===== src/rtl/mem_port_arbiter.sv =====
// Two-master arbiter (instruction fetch, data access) onto one single-port
// memory bus. One transfer outstanding at a time; data access wins ties.
// Optional build macro ARB_STARVE_GUARD_EN adds a starvation guard that hands
// a tied request to the fetch side after STARVE_MAX consecutive data grants
// made while a fetch was waiting.
module mem_port_arbiter #(
  parameter int unsigned ADDR_W     = 32,
  parameter int unsigned DATA_W     = 32,
  parameter int unsigned STARVE_MAX = 4
) (
  input  logic                  Clk,
  input  logic                  Reset,
  // instruction fetch port
  input  logic                  IF_Req,
  input  logic [ADDR_W-1:0]     IF_Addr,
  output logic [DATA_W-1:0]     IF_RData,
  output logic                  IF_Done,
  output logic                  IF_Stall,
  // data access port
  input  logic                  DM_Req,
  input  logic                  DM_We,
  input  logic [ADDR_W-1:0]     DM_Addr,
  input  logic [DATA_W-1:0]     DM_WData,
  input  logic [DATA_W/8-1:0]   DM_BE,
  output logic [DATA_W-1:0]     DM_RData,
  output logic                  DM_Done,
  output logic                  DM_Stall,
  // memory bus
  output logic                  Bus_Req,
  output logic                  Bus_We,
  output logic [ADDR_W-1:0]     Bus_Addr,
  output logic [DATA_W-1:0]     Bus_WData,
  output logic [DATA_W/8-1:0]   Bus_BE,
  input  logic [DATA_W-1:0]     Bus_RData,
  input  logic                  Bus_Ready
);

  typedef enum logic [1:0] {
    IDLE     = 2'd0,
    SERVE_IF = 2'd1,
    SERVE_DM = 2'd2
  } state_t;

  state_t state;
  state_t state_n;
  logic   grant_if;
  logic   grant_dm;
  logic   xfer_done;
  logic   if_first;

  // A zero starvation limit would make the guard meaningless.
  if (STARVE_MAX == 0) begin : g_cfg_check
    $error("mem_port_arbiter: STARVE_MAX must be at least 1");
  end

`ifdef ARB_STARVE_GUARD_EN
  localparam int unsigned CNT_W = $clog2(STARVE_MAX + 1);

  logic [CNT_W-1:0] starve_cnt;

  // Fetch takes a tie once data has won STARVE_MAX times in a row over it.
  assign if_first = (starve_cnt == CNT_W'(STARVE_MAX));

  // Count consecutive data grants made while a fetch was waiting.
  always_ff @(posedge Clk) begin
    if (Reset) begin
      starve_cnt <= '0;
    end else if (grant_if) begin
      starve_cnt <= '0;
    end else if (grant_dm) begin
      if (IF_Req) starve_cnt <= starve_cnt + CNT_W'(1);
      else        starve_cnt <= '0;
    end
  end
`else
  assign if_first = 1'b0;
`endif

  // Stalls drop in the Done cycle so the requester can advance immediately.
  assign IF_Stall = IF_Req && !IF_Done;
  assign DM_Stall = DM_Req && !DM_Done;

  // State register.
  always_ff @(posedge Clk) begin
    if (Reset) state <= IDLE;
    else       state <= state_n;
  end

  // Arbitration and transfer-completion decode.
  always_comb begin
    state_n   = state;
    grant_if  = 1'b0;
    grant_dm  = 1'b0;
    xfer_done = 1'b0;
    case (state)
      IDLE: begin
        if (DM_Req && !(IF_Req && if_first)) begin
          grant_dm = 1'b1;
          state_n  = SERVE_DM;
        end else if (IF_Req) begin
          grant_if = 1'b1;
          state_n  = SERVE_IF;
        end
      end
      SERVE_IF, SERVE_DM: begin
        if (Bus_Ready) begin
          xfer_done = 1'b1;
          state_n   = IDLE;
        end
      end
      default: state_n = IDLE;
    endcase
  end

  // Bus request launch, read-data capture and Done pulses.
  always_ff @(posedge Clk) begin
    if (Reset) begin
      Bus_Req   <= 1'b0;
      Bus_We    <= 1'b0;
      Bus_Addr  <= '0;
      Bus_WData <= '0;
      Bus_BE    <= '0;
      IF_RData  <= '0;
      DM_RData  <= '0;
      IF_Done   <= 1'b0;
      DM_Done   <= 1'b0;
    end else begin
      IF_Done <= 1'b0;
      DM_Done <= 1'b0;
      if (grant_dm) begin
        Bus_Req   <= 1'b1;
        Bus_We    <= DM_We;
        Bus_Addr  <= DM_Addr;
        Bus_WData <= DM_WData;
        Bus_BE    <= DM_BE;
      end else if (grant_if) begin
        Bus_Req   <= 1'b1;
        Bus_We    <= 1'b0;
        Bus_Addr  <= IF_Addr;
        Bus_WData <= '0;
        Bus_BE    <= '1;
      end else if (xfer_done) begin
        Bus_Req <= 1'b0;
        if (state == SERVE_IF) begin
          IF_RData <= Bus_RData;
          IF_Done  <= 1'b1;
        end else begin
          DM_Done <= 1'b1;
          if (!Bus_We) DM_RData <= Bus_RData;
        end
      end
    end
  end

endmodule

===== config.mk =====
export PLATFORM = sky130hd
export DESIGN_NAME = mem_port_arbiter
export DESIGN_NICKNAME = d
export VERILOG_FILES = /design/src/rtl/mem_port_arbiter.sv
export SDC_FILE = /design/constraint.sdc
export NUM_CORES = 1
export LEC_CHECK = 0
export ABC_CLOCK_PERIOD_IN_PS = 5150
export CAP_MARGIN = 20
export CORE_UTILIZATION = 40
export CTS_CLUSTER_DIAMETER = 100
export DETAILED_ROUTE_END_ITERATION = 12
export HOLD_SLACK_MARGIN = 0.1
export PLACE_DENSITY_LB_ADDON = 0.1
export SLEW_MARGIN = 10
export SYNTH_ARGS = -nofsm -noshare
export SYNTH_HDL_FRONTEND = slang
export SYNTH_SLANG_ARGS = --single-unit

===== constraint.sdc =====
create_clock -name Clk -period 5.15 [get_ports Clk]
set_clock_uncertainty 0.15 [all_clocks]
set_input_delay 1.03 -clock Clk [delete_from_list [all_inputs] [get_ports Clk]]
set_output_delay 1.03 -clock Clk [all_outputs]
set_load 0.1 [all_outputs]

==> qor.log <==
INFO  cts            cts_buffers=17
INFO  timing         worst_margin_slew=1030ps
INFO  cts            cts_max_level=4
INFO  floorplanning  dieHeight=119um
INFO  floorplanning  die_area=14,200um^2
INFO  layout         final_layout_size_suffix_gt1_share=5.28%
INFO  pwr            power.internal=2.18mW
INFO  placed_design  pre_cts_slack=1460ps
INFO  worst_setup_path worstPathBufferInverterCount=2
INFO  yosys          edff_count_synth=0
INFO  floorplanning  start_util=41.2%
INFO  floorplanning  row_count=42
INFO  worst_setup_path path_cells=clkdlybuf4s50_1 > nor2b_1 > buf_4
INFO  layout         diodes=0
INFO  placed_design  place.detailed.hpwl=11,500um
INFO  placed_design  placed_cells_incl_taps=961
INFO  routing        routed_wl=16,100um
INFO  layout         post_layout_nonfiller_instances=991
INFO  yosys          synth.net_count=693
INFO  layout         mostFrequentLayoutCell=clkdlybuf4s50_1
INFO  pwr            power_density=386nW/um^2
INFO  global_route   antenna_found_initial=0
INFO  yosys          synth-warning-count=0
INFO  pwr            static-leakage-power=3.44nW
INFO  cts            post_cts_resize_count=0
INFO  yosys          cells_taking_the_most_area_after_synthesis=dfxtp_1, mux2i_1, nand2b_1
INFO  worst_setup_path critical_path_required=3970ps
INFO  timing         timing.max_slew.rel_slack=31.0%
INFO  placed_design  port_buffers=275
INFO  timing         setup-tns-final=0ps
INFO  flow_run       cap_violations=0
INFO  pwr            ir_drop=0.260mV
INFO  yosys          ys_seq_elements=138
INFO  layout         final_cell_mix=clkdlybuf4s50_1, dfxtp_1, nand2b_1
INFO  yosys          synth_top_cell_area_share=50.2%
INFO  worst_setup_path cp.arrival=2110ps
INFO  yosys          synth_area=5510um^2
INFO  worst_setup_path critical_path.max_stage_delay=540ps
INFO  yosys          synth-main-ff-cell=dfxtp_1
INFO  routing        detailedRoute.firstPassIterationCount=4
INFO  pwr            combinationalPowerShare=32.5%
INFO  placed_design  postPlaceCellArea=8280um^2
INFO  cts            cts_tree=done
INFO  floorplanning  ports=276
INFO  outcome        run_status=completed
INFO  global_route   grt_pass1_wl=25,700um
INFO  timing         fmax=304MHz
INFO  pwr            pwr-share-seq=35.0%
INFO  worst_hold_path holdCritPathClass=flop to flop
INFO  pwr            power_switching_share=36.3%
INFO  worst_setup_path startpoint_type=primary input
INFO  worst_setup_path crit_slowest_cell=clkdlybuf4s50_1
INFO  pwr            p_clk_share=32.5%
INFO  routing        drcViolationCount=0
INFO  cts            clock-sinks=138
INFO  worst_setup_path critical_path.endpoint_type=output port
INFO  cts            clk_pin_slew=50ps
INFO  timing         final_min_period_over_clock_period=63.9%
INFO  yosys          synth_sequential_area_ratio=50.2%
INFO  routing        detail_route.wl_per_cell=16.2um
INFO  layout         areaGrowthSynthToFinish=61.1%
INFO  routing        detail_route.vias_per_cell=5.02
INFO  routing        dr_total_vias=4,975
INFO  yosys          synth-async-reset-ratio=0%
INFO  floorplanning  design.core.area=13,300um^2
INFO  worst_setup_path crit_path_max_fanout=6
INFO  placed_design  gp_routability_congestion=0.807
INFO  global_route   gr-usage-all-layers=23.1%
INFO  worst_setup_path crit_path_kind=primary input to output port
INFO  timing         final_hold_viol_count=0
INFO  global_route   maximum_number_of_pins_on_one_net_before_global_route_repair=139
INFO  cts            clk-insertion-delay-late=410ps
INFO  pwr            power_dissipated_by_switching_net_loads=1.24mW
INFO  pwr            total_power=3.42mW
INFO  global_route   grt_pass1_vias=5,241
INFO  layout         final_net_count=947
INFO  timing         unrepaired_setup_endpoints_after_global_routing=no
INFO  worst_setup_path cp_top_family=buffers and inverters
INFO  cts            cts_root_buf=clkbuf_16
INFO  floorplanning  die-width=119um
INFO  yosys          yosysTopAreaCell=dfxtp_1
INFO  yosys          synth_cell_types=28
INFO  routing        first_iter_violations=232
INFO  cts            cts_max_path_buffers=2
INFO  routing        drt.antenna.violating_nets=0
INFO  global_route   grt_overflow_total=0
INFO  timing         slew_viol_final=0
INFO  timing         finalCriticalPeriod=3290ps
INFO  timing         final-setup-viol-count=0
INFO  yosys          netlist_instances=552
INFO  yosys          post_synthesis_mean_instance_area=9.97um^2
INFO  layout         post-route-cell-area=8870um^2
INFO  cts            cts_setup_buffers=0
INFO  timing         worst_slack=1860ps
INFO  cts            cts_hold_repair.buffers=0
metal layers:
layer	vias to the layer above	GRT usage [%]	wire [um]
met5	-	0	0
met4	0	10.8	404
met3	32	8.38	1330
met2	191	40.4	8010
met1	2317	24.7	6340
li1	2435	-	-
path summary, 6_finish.rpt:
kind                                                start  slack [ps]                         to  depth (start not counted)
worst max-delay path                               DM_Req        1860                   DM_Stall                          3
worst min-delay path            DM_RData[23]$_SDFFE_PP0P_         320  DM_RData[23]$_SDFFE_PP0P_                          2
worst max register to register      state[0]$_SDFFE_PP0P_        2600  Bus_Addr[25]$_SDFFE_PP0P_                          5
worst min register to register  DM_RData[23]$_SDFFE_PP0P_         320  DM_RData[23]$_SDFFE_PP0P_                          2
cell type report:
cell class	count	area, um^2
flip-flops and latches	138	2760
clock inverters	3	40.0
inverters	2	7.51
well taps	176	220
repair buffers	283	2850
multi-input cells	364	2500
clock buffers	25	495
fillers	1081	4480
kinds of logic (layout without fill, tap and decap cells):
| group | count (synthesis) | count (layout) | share of synthesized area, % |
|---|---|---|---|
| simple gates | 227 | 227 | 22.1 |
| compound gates | 70 | 70 | 10.8 |
| fa+ha+maj | 3 | 3 | 0.682 |
| mux | 64 | 64 | 11.6 |
| flops | 138 | 138 | 50.2 |
| buf+inv | 50 | 313 | 4.61 |
stage by stage:
stage	hold slack, ps	utilization [%]
floorplan	304	-
global placement	299	62.0
detailed placement	309	62.0
CTS	321	66.0
global route	339	66.5
finish	321	66.5
power by group through the flow:
stage	combinational, mW	clock, mW	sequential (mW)
6_report	1.11	1.11	1.20
5_1_grt	1.16	1.18	1.20
4_1_cts	1.11	1.14	1.20
3_5_place_dp	1.11	0	1.22
3_3_place_gp	1.10	0	1.21
2_1_floorplan	0.243	0	1.77
registers in the layout (all words and copies together) (netlist names), 2 cells and up:
register,count
IF_RData,32
state,2
Bus_Addr,32
Bus_BE,4
Bus_WData,32
DM_RData,32
worst reg2reg max path: stages (launching register included):
cell      delay [ps]
dfxtp_1          330
inv_1             80
ha_1             160
and3b_2          780
or2_2            680
a311oi_1         200
synthesized netlist by cell type (all sizes together), types with 2 or more instances:
cell / count
a22o: 33
inv: 2
buf: 19
ha: 3
a311oi: 32
mux2i: 64
a21oi: 3
dfxtp: 138
or3: 2
nand2b: 96
o21ai: 2
nand2: 67
clkbuf: 29
nor3: 44
nor2b: 3
nor2: 6
(Power assumes the default switching activity.)
==> RTL edit, RTL diff (config.mk and constraints unchanged) <==
Re-encode `state_t` (3 states) as one-hot, 3 bits wide.
--- a/src/rtl/mem_port_arbiter.sv
+++ b/src/rtl/mem_port_arbiter.sv
@@ -37,6 +37,6 @@
 
-  typedef enum logic [1:0] {
-    IDLE     = 2'd0,
-    SERVE_IF = 2'd1,
-    SERVE_DM = 2'd2
+  typedef enum logic [2:0] {
+    IDLE     = 3'b001,
+    SERVE_IF = 3'b010,
+    SERVE_DM = 3'b100
   } state_t;
Behaviour: no difference found for any inputs over 4 cycles, from zero or initial values and one cycle with Reset high; so few cycles prove little.
==> RTL edit against the original RTL <==
Die area is 3.8% lower; count of clock-buffer cells in the layout is 1 higher; combinational power decreased by 22%; power down 3.5%; largest power group is now clock; cell area decreased by 1.7%; worst setup slack lost 0.0044 ns; highest routed layer unchanged; sequential share of layout area up 0.78 points; via count fell by 3.3%; wire length is 3.0% lower; maximum frequency is 0.13% lower; sequential cell count increased by 1; area after synthesis down 3.9%.
==> RTL edit: results (changes against the original RTL) <==
crit-path max FO=5 (-1); library cells used by synthesis=32 (+14%); first-pass GRT wire length=23.1 mm (-10%); total number of vias=4809 (-3.3%); Least-Margin Pin Slew=1.04 ns (+0.00983 ns); post-cts sizing count=0 (unchanged); layout cells sized above 1=9.77% (+4.5 points); largest cells by area after synthesis=dfxtp_1 53%, o2bb2ai_2 8.2%, a21oi_1 6.1%; hold path start=IF_RData[3]; VDD IR max=0.251 mV (-3.4%); DP HPWL=11.4 mm (-0.98%); drt wl/cell=16.3 um (+0.16%); Post-Syn Nets=660 (-4.8%); vias in the first global route=4592 (-12%); status=finished clean; TritonRoute pass-1 iters=5 (+1); CP max stage delay=0.57 ns (+0.03 ns); GRT Overall Usage=22.5% (-0.60 points); commonest cells in the synthesized netlist=139 x dfxtp_1, 64 x a21oi_1, 64 x nand2_1; post-synthesis sequential area ratio=52.6% (+2.4 points); Syn Inst Count=522 (-5.4%); pin count of the biggest net entering global routing=63 (-55%); initial DRC count=247 (+6.5%); leakage power=3.19 nW (-7.2%); post-layout net count=913 (-3.6%); Fill cells=979 (-9.4%)
RTL edit: worst register-to-register path: cells and delay by family, from the launching register on:
kind	cells	cell delay, ns
compound gates	1	0.31
flops	1	0.68
simple gates	2	1.17
RTL edit: stage by stage:
stage	hold slack [ns]	setup slack, ns	util, %	cell area (um2)
6_report	0.301	1.85	68.2	8720
5_1_grt	0.319	1.80	68.2	8720
4_1_cts	0.303	1.86	68.2	8720
3_5_place_dp	0.296	1.77	63.4	8100
3_3_place_gp	0.292	1.68	63.3	8090
2_1_floorplan	0.363	1.61	-	5290
RTL edit: final timing paths:
path                                endpoint  slack (ns)  cells past startpoint
worst max-delay path                DM_Stall        1.85                      4
worst min-delay path             IF_RData[3]        0.30                      2
worst max register to register  Bus_Addr[24]        2.77                      3
worst min register to register   IF_RData[3]        0.30                      2
RTL edit: cells by family after synthesis:
| family | synth area share [%] |
|---|---|
| xor gates and xnor gates | 0.166 |
| DFF | 52.6 |
| AOI/OAI and AO/OA | 24.3 |
| buffers and inverters | 5.39 |
| muxes | 6.05 |
| and+or+nand+nor | 11.4 |
RTL edit: routing by layer:
metal	vias to the layer above	share of wire (%)	wire length (um)	GRT usage [%]
met5	-	0	0	0
met4	0	1.9	295	9.11
met3	26	7.9	1230	7.67
met2	177	49	7690	38.1
met1	2221	41	6390	26.2
li1	2385	-	-	-
RTL edit: area by class of cell:
class,instances,share of cell area (%)
inverter,3,0.129
multi-input combinational,330,26.1
clock inverter,6,1.23
timing repair buffer,284,32.3
sequential,139,31.9
tap,172,2.47
clock buffer,26,5.84
RTL edit: power breakdown:
| group | internal [W] | switching (W) |
|---|---|---|
| clock network | 0.000825 | 0.000430 |
| logic | 0.000266 | 0.000598 |
| registers | 0.00114 | 0.0000460 |
